`src/rtl/multi_digit_seg_driver.sv`:
```
// multi_digit_seg_driver
//
// Converts a binary value to BCD with a sequential double-dabble engine and
// drives a multiplexed common-anode 7-segment display with per-digit decimal
// points, optional leading-zero blanking, an overflow indication and a
// 16-level PWM brightness gate.
//
// Ports
//   CLK         in   clock, all state updates on the rising edge
//   RESET       in   synchronous active-low reset
//   BIN_IN      in   [BIN_WIDTH-1:0] unsigned value to convert
//   LOAD        in   single-cycle convert request
//   DOTS_IN     in   [DIGITS-1:0] decimal-point request per digit, 1 = lit
//   BLANK_EN    in   1 = blank leading zeros
//   BRIGHTNESS  in   [3:0] duty level, 15 = full on, 0 = 1/16
//   SEG_SELECT  out  [DIGITS-1:0] active-low one-hot digit enable
//   DEC_OUT     out  [7:0] active-low segments {dp,g,f,e,d,c,b,a}
//   BUSY        out  conversion in progress
//   OVERFLOW    out  displayed value does not fit in DIGITS decimal digits
//   FSM_STATE   out  [1:0] converter state (0 idle, 1 shift, 2 commit)
//
// LOAD/BUSY handshake: LOAD is a request and BUSY is the inverse of ready.
// A cycle with LOAD=1 and BUSY=0 is a transfer and captures BIN_IN; LOAD=1
// while BUSY=1 is dropped (not queued) and does not disturb the conversion.
module multi_digit_seg_driver #(
    parameter int DIGITS      = 4,
    parameter int BIN_WIDTH   = 14,
    parameter int REFRESH_DIV = 50000
) (
    input  logic                 CLK,
    input  logic                 RESET,
    input  logic [BIN_WIDTH-1:0] BIN_IN,
    input  logic                 LOAD,
    input  logic [DIGITS-1:0]    DOTS_IN,
    input  logic                 BLANK_EN,
    input  logic [3:0]           BRIGHTNESS,
    output logic [DIGITS-1:0]    SEG_SELECT,
    output logic [7:0]           DEC_OUT,
    output logic                 BUSY,
    output logic                 OVERFLOW,
    output logic [1:0]           FSM_STATE
);

    // One extra nibble above the displayable digits catches overflow.
    localparam int BCD_W = 4 * DIGITS + 4;
    localparam int IDX_W = (DIGITS > 1) ? $clog2(DIGITS) : 1;
    localparam int CNT_W = $clog2(BIN_WIDTH);
    localparam int PRE_W = $clog2(REFRESH_DIV);

    typedef enum logic [1:0] {
        ST_IDLE   = 2'd0,
        ST_SHIFT  = 2'd1,
        ST_COMMIT = 2'd2
    } state_t;

    // ---------------------------------------------------------------
    // Converter state
    // ---------------------------------------------------------------
    state_t                  state_q, state_d;
    logic [BIN_WIDTH-1:0]    bin_q, bin_d;
    logic [BCD_W-1:0]        bcd_q, bcd_d;
    logic [BCD_W-1:0]        bcd_adj;
    logic [CNT_W-1:0]        cnt_q, cnt_d;
    logic                    ovf_seen_q, ovf_seen_d;
    logic [4*DIGITS-1:0]     disp_q, disp_d;
    logic                    ovf_q, ovf_d;

    // Double-dabble adjust: every nibble >= 5 gets +3 before the shift.
    always_comb begin
        bcd_adj = bcd_q;
        for (int n = 0; n < DIGITS + 1; n++) begin
            if (bcd_q[4*n +: 4] >= 4'd5) begin
                bcd_adj[4*n +: 4] = bcd_q[4*n +: 4] + 4'd3;
            end
        end
    end

    always_comb begin
        state_d    = state_q;
        bin_d      = bin_q;
        bcd_d      = bcd_q;
        cnt_d      = cnt_q;
        ovf_seen_d = ovf_seen_q;
        disp_d     = disp_q;
        ovf_d      = ovf_q;
        case (state_q)
            ST_IDLE: begin
                if (LOAD) begin
                    bin_d      = BIN_IN;
                    bcd_d      = '0;
                    cnt_d      = '0;
                    ovf_seen_d = 1'b0;
                    state_d    = ST_SHIFT;
                end
            end
            ST_SHIFT: begin
                // The overflow nibble can itself wrap for wide inputs, so
                // remember that it was ever non-zero rather than trusting
                // only its final contents.
                ovf_seen_d = ovf_seen_q | (|bcd_q[BCD_W-1 -: 4]);
                bcd_d      = {bcd_adj[BCD_W-2:0], bin_q[BIN_WIDTH-1]};
                bin_d      = {bin_q[BIN_WIDTH-2:0], 1'b0};
                cnt_d      = cnt_q + CNT_W'(1);
                if (cnt_q == CNT_W'(BIN_WIDTH - 1)) begin
                    state_d = ST_COMMIT;
                end
            end
            ST_COMMIT: begin
                disp_d  = bcd_q[4*DIGITS-1:0];
                ovf_d   = ovf_seen_q | (|bcd_q[BCD_W-1 -: 4]);
                state_d = ST_IDLE;
            end
            default: begin
                state_d = ST_IDLE;
            end
        endcase
    end

    always_ff @(posedge CLK) begin
        if (!RESET) begin
            state_q    <= ST_IDLE;
            bin_q      <= '0;
            bcd_q      <= '0;
            cnt_q      <= '0;
            ovf_seen_q <= 1'b0;
            disp_q     <= '0;
            ovf_q      <= 1'b0;
        end else begin
            state_q    <= state_d;
            bin_q      <= bin_d;
            bcd_q      <= bcd_d;
            cnt_q      <= cnt_d;
            ovf_seen_q <= ovf_seen_d;
            disp_q     <= disp_d;
            ovf_q      <= ovf_d;
        end
    end

    assign BUSY      = (state_q != ST_IDLE);
    assign OVERFLOW  = ovf_q;
    assign FSM_STATE = state_q;

    // ---------------------------------------------------------------
    // Scan / PWM / segment output
    // ---------------------------------------------------------------
    logic [PRE_W-1:0]  pre_q, pre_d;
    logic [IDX_W-1:0]  idx_q, idx_d;
    logic [3:0]        pwm_q, pwm_d;
    logic [DIGITS-1:0] sel_q, sel_d;
    logic [7:0]        dec_q, dec_d;
    logic              tick;
    logic              gate;
    logic [DIGITS-1:0] blank_vec;
    logic              zero_above;
    logic [3:0]        cur_nib;
    logic              cur_dot;
    logic              cur_blank;
    logic [6:0]        seg;

    function automatic logic [6:0] seg_code(input logic [3:0] d);
        case (d)
            4'd0:    seg_code = 7'h40;
            4'd1:    seg_code = 7'h79;
            4'd2:    seg_code = 7'h24;
            4'd3:    seg_code = 7'h30;
            4'd4:    seg_code = 7'h19;
            4'd5:    seg_code = 7'h12;
            4'd6:    seg_code = 7'h02;
            4'd7:    seg_code = 7'h78;
            4'd8:    seg_code = 7'h00;
            4'd9:    seg_code = 7'h10;
            default: seg_code = 7'h7F;
        endcase
    endfunction

    always_comb begin
        tick  = (pre_q == PRE_W'(REFRESH_DIV - 1));
        pre_d = tick ? '0 : pre_q + PRE_W'(1);
        idx_d = idx_q;
        if (tick) begin
            idx_d = (idx_q == IDX_W'(DIGITS - 1)) ? '0 : idx_q + IDX_W'(1);
        end
        pwm_d = pwm_q + 4'd1;
        gate  = (pwm_q <= BRIGHTNESS);
    end

    // A digit is blankable when it and every digit above it are zero.
    // Digit 0 is never part of the blankable run.
    always_comb begin
        zero_above = 1'b1;
        blank_vec  = '0;
        for (int i = DIGITS - 1; i >= 1; i--) begin
            zero_above   = zero_above & (disp_q[4*i +: 4] == 4'd0);
            blank_vec[i] = zero_above;
        end
    end

    always_comb begin
        cur_nib   = disp_q[3:0];
        cur_dot   = DOTS_IN[0];
        cur_blank = 1'b0;
        for (int i = 0; i < DIGITS; i++) begin
            if (idx_q == IDX_W'(i)) begin
                cur_nib   = disp_q[4*i +: 4];
                cur_dot   = DOTS_IN[i];
                cur_blank = blank_vec[i];
            end
        end
        if (ovf_q) begin
            seg = 7'h3F;                // '-' : only segment g lit
        end else if (BLANK_EN && cur_blank) begin
            seg = 7'h7F;
        end else begin
            seg = seg_code(cur_nib);
        end
        dec_d = {~cur_dot, seg};
        sel_d = gate ? ~(DIGITS'(1) << idx_q) : '1;
    end

    always_ff @(posedge CLK) begin
        if (!RESET) begin
            pre_q <= '0;
            idx_q <= '0;
            pwm_q <= 4'd0;
            sel_q <= '1;
            dec_q <= 8'hFF;
        end else begin
            pre_q <= pre_d;
            idx_q <= idx_d;
            pwm_q <= pwm_d;
            sel_q <= sel_d;
            dec_q <= dec_d;
        end
    end

    assign SEG_SELECT = sel_q;
    assign DEC_OUT    = dec_q;

endmodule

```
`config.mk`:
```
export PLATFORM = sky130hd
export DESIGN_NAME = multi_digit_seg_driver
export DESIGN_NICKNAME = d
export VERILOG_FILES = /design/src/rtl/multi_digit_seg_driver.sv
export SDC_FILE = /design/constraint.sdc
export NUM_CORES = 1
export LEC_CHECK = 0
export CAP_MARGIN = 20
export CORE_MARGIN = 8
export CORE_UTILIZATION = 35
export CTS_CLUSTER_DIAMETER = 100
export DETAILED_ROUTE_END_ITERATION = 12
export RECOVER_POWER = 50
export SLEW_MARGIN = 0
export SYNTH_ARGS = -nofsm -noshare
export SYNTH_HDL_FRONTEND = slang
export SYNTH_SLANG_ARGS = --single-unit
```
`constraint.sdc`:
```
create_clock -name CLK -period 1.9 [get_ports CLK]
set_input_delay 0.38 -clock CLK [delete_from_list [all_inputs] [get_ports CLK]]
set_output_delay 0.38 -clock CLK [all_outputs]
set_load 0.03 [all_outputs]
```
==> impl_metrics.csv <==
group,metric,value,unit
logic_synthesis,synth_fp_nets,586,
sta,min_period,1.88,ns
floorplanning,die_w,130,µm
route,viasPerCell,4.86,
logic_synthesis,synth_warnings,0,
global_routing,track_usage,0.118,
route,wirelength,9820,µm
finish,final_common_cell,"dfxtp_1",
logic_synthesis,synthTopCellsByArea,"dfxtp_1 41%, ha_1 7.7%, nand2_1 5.9%",
sta,slew_headroom,0.631,
cts,cts_buffers,9,
cts,cts_sinks,92,
sta,holdWs,0.459,ns
sta,fmax,533,MHz
sta,post-route-period-util,0.988,
critical_path,reg2reg_to,"DEC_OUT[2]",
power_and_ir_drop,peakVddDrop,0.467,mV
global_routing,grt_pass1_wl,16200,µm
logic_synthesis,synth_seq_cells,92,
logic_synthesis,syn_inst,532,
route,vias,3759,
finish,fin_area,5730,µm²
power_and_ir_drop,p_leak,0.00220,µW
power_and_ir_drop,p_total,4080,µW
global_routing,grt_pass1_vias,3540,
floorplanning,rows,41,
critical_path,critical_path.endpoint,"DEC_OUT[2]",
global_routing,grt_max_degree,53,
sta,skew,0.00741,ns
sta,slew_viol_final,0,
logic_synthesis,netlist_area,4540,µm²
logic_synthesis,yosys.area.top_type,"dfxtp_1",
cts,path_clk_slew,0.06,ns
place,hpwl,7030,µm
route,wl_per_cell,12.7,µm
place,dpl_worst_slack,-0.249,ns
finish,diodes,0,
logic_synthesis,yosysSeqAreaShare,0.406,
logic_synthesis,yosysUniqueCellTypes,43,
hold_path,holdPathStages,1,
cts,root_buffer,"clkbuf_16",
global_routing,grt-ovfl-total,0,
status,status,"finished, final reports clean",
floorplanning,core,12600,µm²
place,portBuffers,41,
critical_path,required,2.10,ns
place,placed_area,5340,µm²
finish,area_delta_synth_final,26.3,%
global_routing,antenna_found_initial,0,
critical_path,crit_type,"flip-flop to flip-flop",
place,place_congestion,0.778,
sta,fin_ws,0.0235,ns
cts,holdBufCountCts,0,
finish,fin_nets,651,
critical_path,end_kind,"flip-flop",
cts,insertion_delay,0.33,ns
critical_path,rrSetupSlack,0.02,ns
route,drt_pass1_iterations,4,
route,drtIter0Drc,229,
floorplanning,die_area,16900,µm²
sta,setup_viol,0,
logic_synthesis,synth_area_per_cell,8.53,µm²
floorplanning,initial_core_util,0.360,
floorplanning,die_h,130,µm
cts,htree_levels,3,
power_and_ir_drop,power_density,711,nW/µm²
critical_path,crit_start,"idx_q[1]",
critical_path,start_kind,"flip-flop",
floorplanning,io_pins,42,
sta,hold_violations,0,
finish,drive_above_1_share,0.131,
sta,rsz0062_at_grt,"true",
critical_path,worstPathArrival,2.07,ns
finish,fillers,1254,
flow_run,maxCapViolCount,0,
critical_path,crit_fanout,8,
logic_synthesis,yosysTopAreaCellShare,0.406,
sta,worstMarginPinSlew,0.553,ns
critical_path,reg2reg_from,"idx_q[1]",
critical_path,reg2regPathDepth,10,
finish,final_cell_mix,"90 x dfxtp_1, 71 x nand2_1, 38 x nor2_1, 38 x clkdlybuf4s50_1, 30 x buf_4",
route,drcViolationCount,0,
route,drtAntennaViolNets,0,
cts,cts_max_path_buffers,2,
hold_path,min_path_type,"flip-flop to flip-flop",
cts,cts_tree,"done",
[through the flow]
step	cells	util	TNS (ns)
final	773	0.454	0
after global placement	754	0.423	-0.976
after floorplan	532	-	0
after CTS	769	0.449	0
after detailed placement	754	0.423	-1.44
after global routing	773	0.454	-0.304
[power breakdown]
part	switching, µW	total [µW]	internal, µW
sequential	37.6	2020	1980
clock	676	1720	1050
combinational	174	338	164
[state kept, by name (all words and copies together) (netlist names)]
register    flops
SEG_SELECT      4
pwm_q           4
pre_q          16
cnt_q           4
OVERFLOW        1
DEC_OUT         8
bin_q          14
FSM_STATE       2
idx_q           2
ovf_seen_q      1
disp_q         16
bcd_q          20
[Yosys cell counts]
master     number
a221oi_4        1
ha_1           28
o21ai_1         1
and3_1          7
a2bb2oi_2       1
and2_1         10
xnor2_1        12
inv_1          27
nor3_1         14
a21boi_0       22
nor2_4          1
buf_2           4
xor2_1         13
a21o_1          1
or3_1           1
o211a_1         5
nor2_2          1
nand2_1        71
mux2i_1        10
clkbuf_2        1
buf_1           1
o211ai_1        1
nor4_1          3
nand4_1         5
nand2b_1        6
buf_6           1
nand3_1        22
o221ai_1        9
a221oi_2        1
nor3b_1         4
dfxtp_1        92
nor2b_1        17
o21a_1          2
clkinv_1        1
nor4b_1         2
a21oi_1        25
mux2_2          6
o22ai_1         4
o21ai_0        30
clkbuf_1       18
a22oi_1         9
a221o_1         3
nor2_1         39
[area by class of cell]
class / count / area (µm²) / area share
flip-flops and latches: 92 / 1850 / 0.322
well taps: 172 / 215 / 0.0375
inverters: 28 / 105 / 0.0183
clock buffers: 13 / 250 / 0.0436
multi-input cells: 387 / 2570 / 0.448
repair buffers: 79 / 716 / 0.125
clock inverters: 2 / 35.0 / 0.00611
[worst max-delay path: stages (launching register included)]
cell     delay, ns
dfxtp_2       0.33
buf_6         0.13
ha_4          0.19
buf_8         0.14
a221o_1       0.39
buf_6         0.15
ha_2          0.17
inv_2         0.06
nor2_1        0.04
nor2_1        0.09
o21ai_1       0.07
[routing by layer]
metal / vias up / track usage / part of all wire
met4: 0 / 0.0423 / 0.013
met3: 8 / 0.0290 / 0.046
met2: 57 / 0.197 / 0.47
met5: - / 0 / 0
li1: 1957 / - / -
met1: 1737 / 0.144 / 0.47
[worst min-delay path by stage]
stage,slack (ns),endpoint,from
after floorplan,0.43,pre_q[0],pre_q[0]
after global placement,0.44,pre_q[0],pre_q[0]
after detailed placement,0.45,pre_q[0],pre_q[0]
after CTS,0.46,pre_q[0],pre_q[0]
after global routing,0.49,pre_q[0],pre_q[0]
final,0.46,pre_q[0],pre_q[0]
[repair_timing]
item | in CTS | in global routing
endpoints found under the setup margin | 6 | 11
buffers inserted | 0 | 4
resized for setup | 8 | 17
pin swaps | 2 | 8
[cell families after synthesis]
family,count (synthesis),share of synthesized area
AOI/OAI and AO/OA,115,0.173
xor gates and xnor gates,25,0.0482
adders and majority gates,28,0.0772
buffers and inverters,53,0.0469
DFF,92,0.406
muxes,16,0.0369
and+or+nand+nor,203,0.213
Note: power is estimated with default switching activity, not from simulation.
==> variant, RTL diff (same flow settings) <==
Register the output `SEG_SELECT` once more, without a reset; this adds one clock of latency there. The other outputs are not delayed to match.
--- a/src/rtl/multi_digit_seg_driver.sv
+++ b/src/rtl/multi_digit_seg_driver.sv
@@ -233,7 +233,9 @@
         end
     end
 
-    assign SEG_SELECT = sel_q;
+    always_ff @(posedge CLK) begin
+        SEG_SELECT <= sel_q;
+    end
     assign DEC_OUT    = dec_q;
 
 endmodule
Function: changed (a bounded check fails within 4 cycles, from zero or initial values and one cycle with RESET low).
==> variant against the unedited design <==
Sequential cell count up 4; worst setup slack better by 0.0086 ns; power rose by 6.3%; sequential power increased by 5%; routed wire length rose by 1.8%; fmax increased by 0.46%; hold slack lost 0.13 ns; synthesized area rose by 0.66%; cell area increased by 1.6%; clock skew is 0.00062 ns higher; largest cell class unchanged; largest power group unchanged.
==> variant: results <==
[logic_synthesis]
ys_async_sr_fraction_pct = 0
muxShareOfSynthArea_pct = 3.669
ys_seq_area_share_pct = 42.06
synth-seq-cells = 96
synth_cell_type_count = 45
synth_commonest_cells = dfxtp_1 (96), nand2_1 (72), nor2_1 (42), o21ai_0 (33), inv_1 (29)
synthAdderAreaFrac_pct = 7.667
syn_area_per_cell_sq_um = 8.589
synth_area_leaders = dfxtp_1 (42%), ha_1 (7.7%), nand2_1 (5.9%)
synth_compound_area_share_pct = 17.06
synth-main-ff-cell = dfxtp_1
syn_nets = 586
yosysWarnings = 0
synth-xor-area-share_pct = 4.792

[global_route]
grt_max_degree = 37
grt_usage_pct = 12.14
first_global_vias = 3652
grt_first_pass_wirelength_um = 16690

[final_layout]
fillers = 1225
drive_gt1_share_pct = 14.64
reg_top3 = bcd_q x20, disp_q x16, pre_q x16
nNetsFinal = 657
insertedDiodeCount = 0

[cts]
ctsRootBufferMaster = clkbuf_16
clockBufferDepth = 2
clk_latency_ns = 0.35
numCtsBuffers = 9
clkSlewWorstSetupHoldPaths_ns = 0.06

[place]
dp_slack_ns = -0.1928
place_congestion = 0.8249
dp.final_hpwl_um = 7164
port_buffers = 41
placedCellCount = 759

[sta]
skew_ns = 0.008032
tightestPinTransition_ns = 0.4387

[routing]
wl_per_cell_um = 12.80
viasPerCell = 4.892
drt_iter0_markers = 222
vias = 3816
first_pass_iters = 4
antenna_left = 0

[pwr]
power_switching_mw = 1.031
leakage_nw = 2.210
peakVddDrop_uv = 347.9

[setup_path]
cp_data_arrival_time_ns = 2.08
cp_max_fo = 6

[run_status]
status = complete, no violations

[worst_hold_path]
hold_class = flip-flop to flip-flop
## variant: changes by cell type after synthesis, moves of 4 or more
cell | before | now
clkbuf_1 | 18 | 24
dfxtp_1 | 92 | 96
nand3_1 | 22 | 18
o211a_1 | 5 | 1
## variant: logic make-up (layout without fill, tap and decap cells)
logic type	count (synthesis)	after routing
flops	96	96
simple gates	196	196
buf+inv	55	131
compound gates	116	116
mux	16	16
fa+ha+maj	28	28
xor+xnor	25	25
## variant: worst paths after layout
path / cells after the start / from / slack, ns / to
worst max register to register: 11 / idx_q[1]$_SDFFE_PN0P_ / 0.03 / DEC_OUT[2]$_SDFF_PP1_
worst max-delay path: 11 / idx_q[1]$_SDFFE_PN0P_ / 0.03 / DEC_OUT[2]$_SDFF_PP1_
worst min-delay path: 0 / sel_q[2]$_SDFF_PN1_ / 0.33 / SEG_SELECT[2]$_DFF_P_
worst min register to register: 0 / sel_q[2]$_SDFF_PN1_ / 0.33 / SEG_SELECT[2]$_DFF_P_
## variant: final cells by class
class | instances | area (sq um) | share of cell area (%)
Clock buffer | 10 | 239.0 | 4.101
Multi-Input combinational cell | 381 | 2506 | 43.01
Timing Repair Buffer | 86 | 763.2 | 13.10
Clock inverter | 6 | 67.56 | 1.160
Sequential cell | 96 | 1927 | 33.07
Inverter | 29 | 108.9 | 1.868
Tap cell | 172 | 215.2 | 3.693
## variant: repair_timing
item,CTS,global route
gates resized for setup,7,9
pin swaps,1,4
endpoints found under the setup margin,7,7
buffers inserted,0,5
## variant: power by group through the flow
stage               Combinational [mW]  Clock, mW  Sequential [mW]
floorplan                        0.193          0             2.18
global placement                 0.368          0             2.16
detailed placement               0.378          0             2.17
CTS                              0.377       1.90             2.12
global route                     0.410       1.98             2.13
finish                           0.370       1.85             2.12
## variant: through the flow
| step | cell area, sq um | utilization [%] |
|---|---|---|
| global placement | 5428 | 42.84 |
| detailed placement | 5428 | 42.84 |
| global route | 5827 | 45.99 |
| finish | 5827 | 45.99 |
| CTS | 5761 | 45.46 |
| floorplan | 4601 | - |
## variant: routing by layer
metal | track usage (%) | part of all wire [%]
met5 | 0 | 0
met3 | 2.489 | 3.7
met1 | 14.84 | 48
met4 | 6.216 | 2.0
met2 | 19.84 | 46
## variant: critical path, cell delays in order, from the launching register on
cell and delay [ns]:
dfxtp_2 0.35, inv_2 0.06, ha_4 0.18, buf_6 0.11, mux2i_1 0.11, a221o_1 0.32, buf_4 0.16, ha_1 0.17
inv_1 0.07, nor2_1 0.05, nor2_1 0.08, o21ai_0 0.07
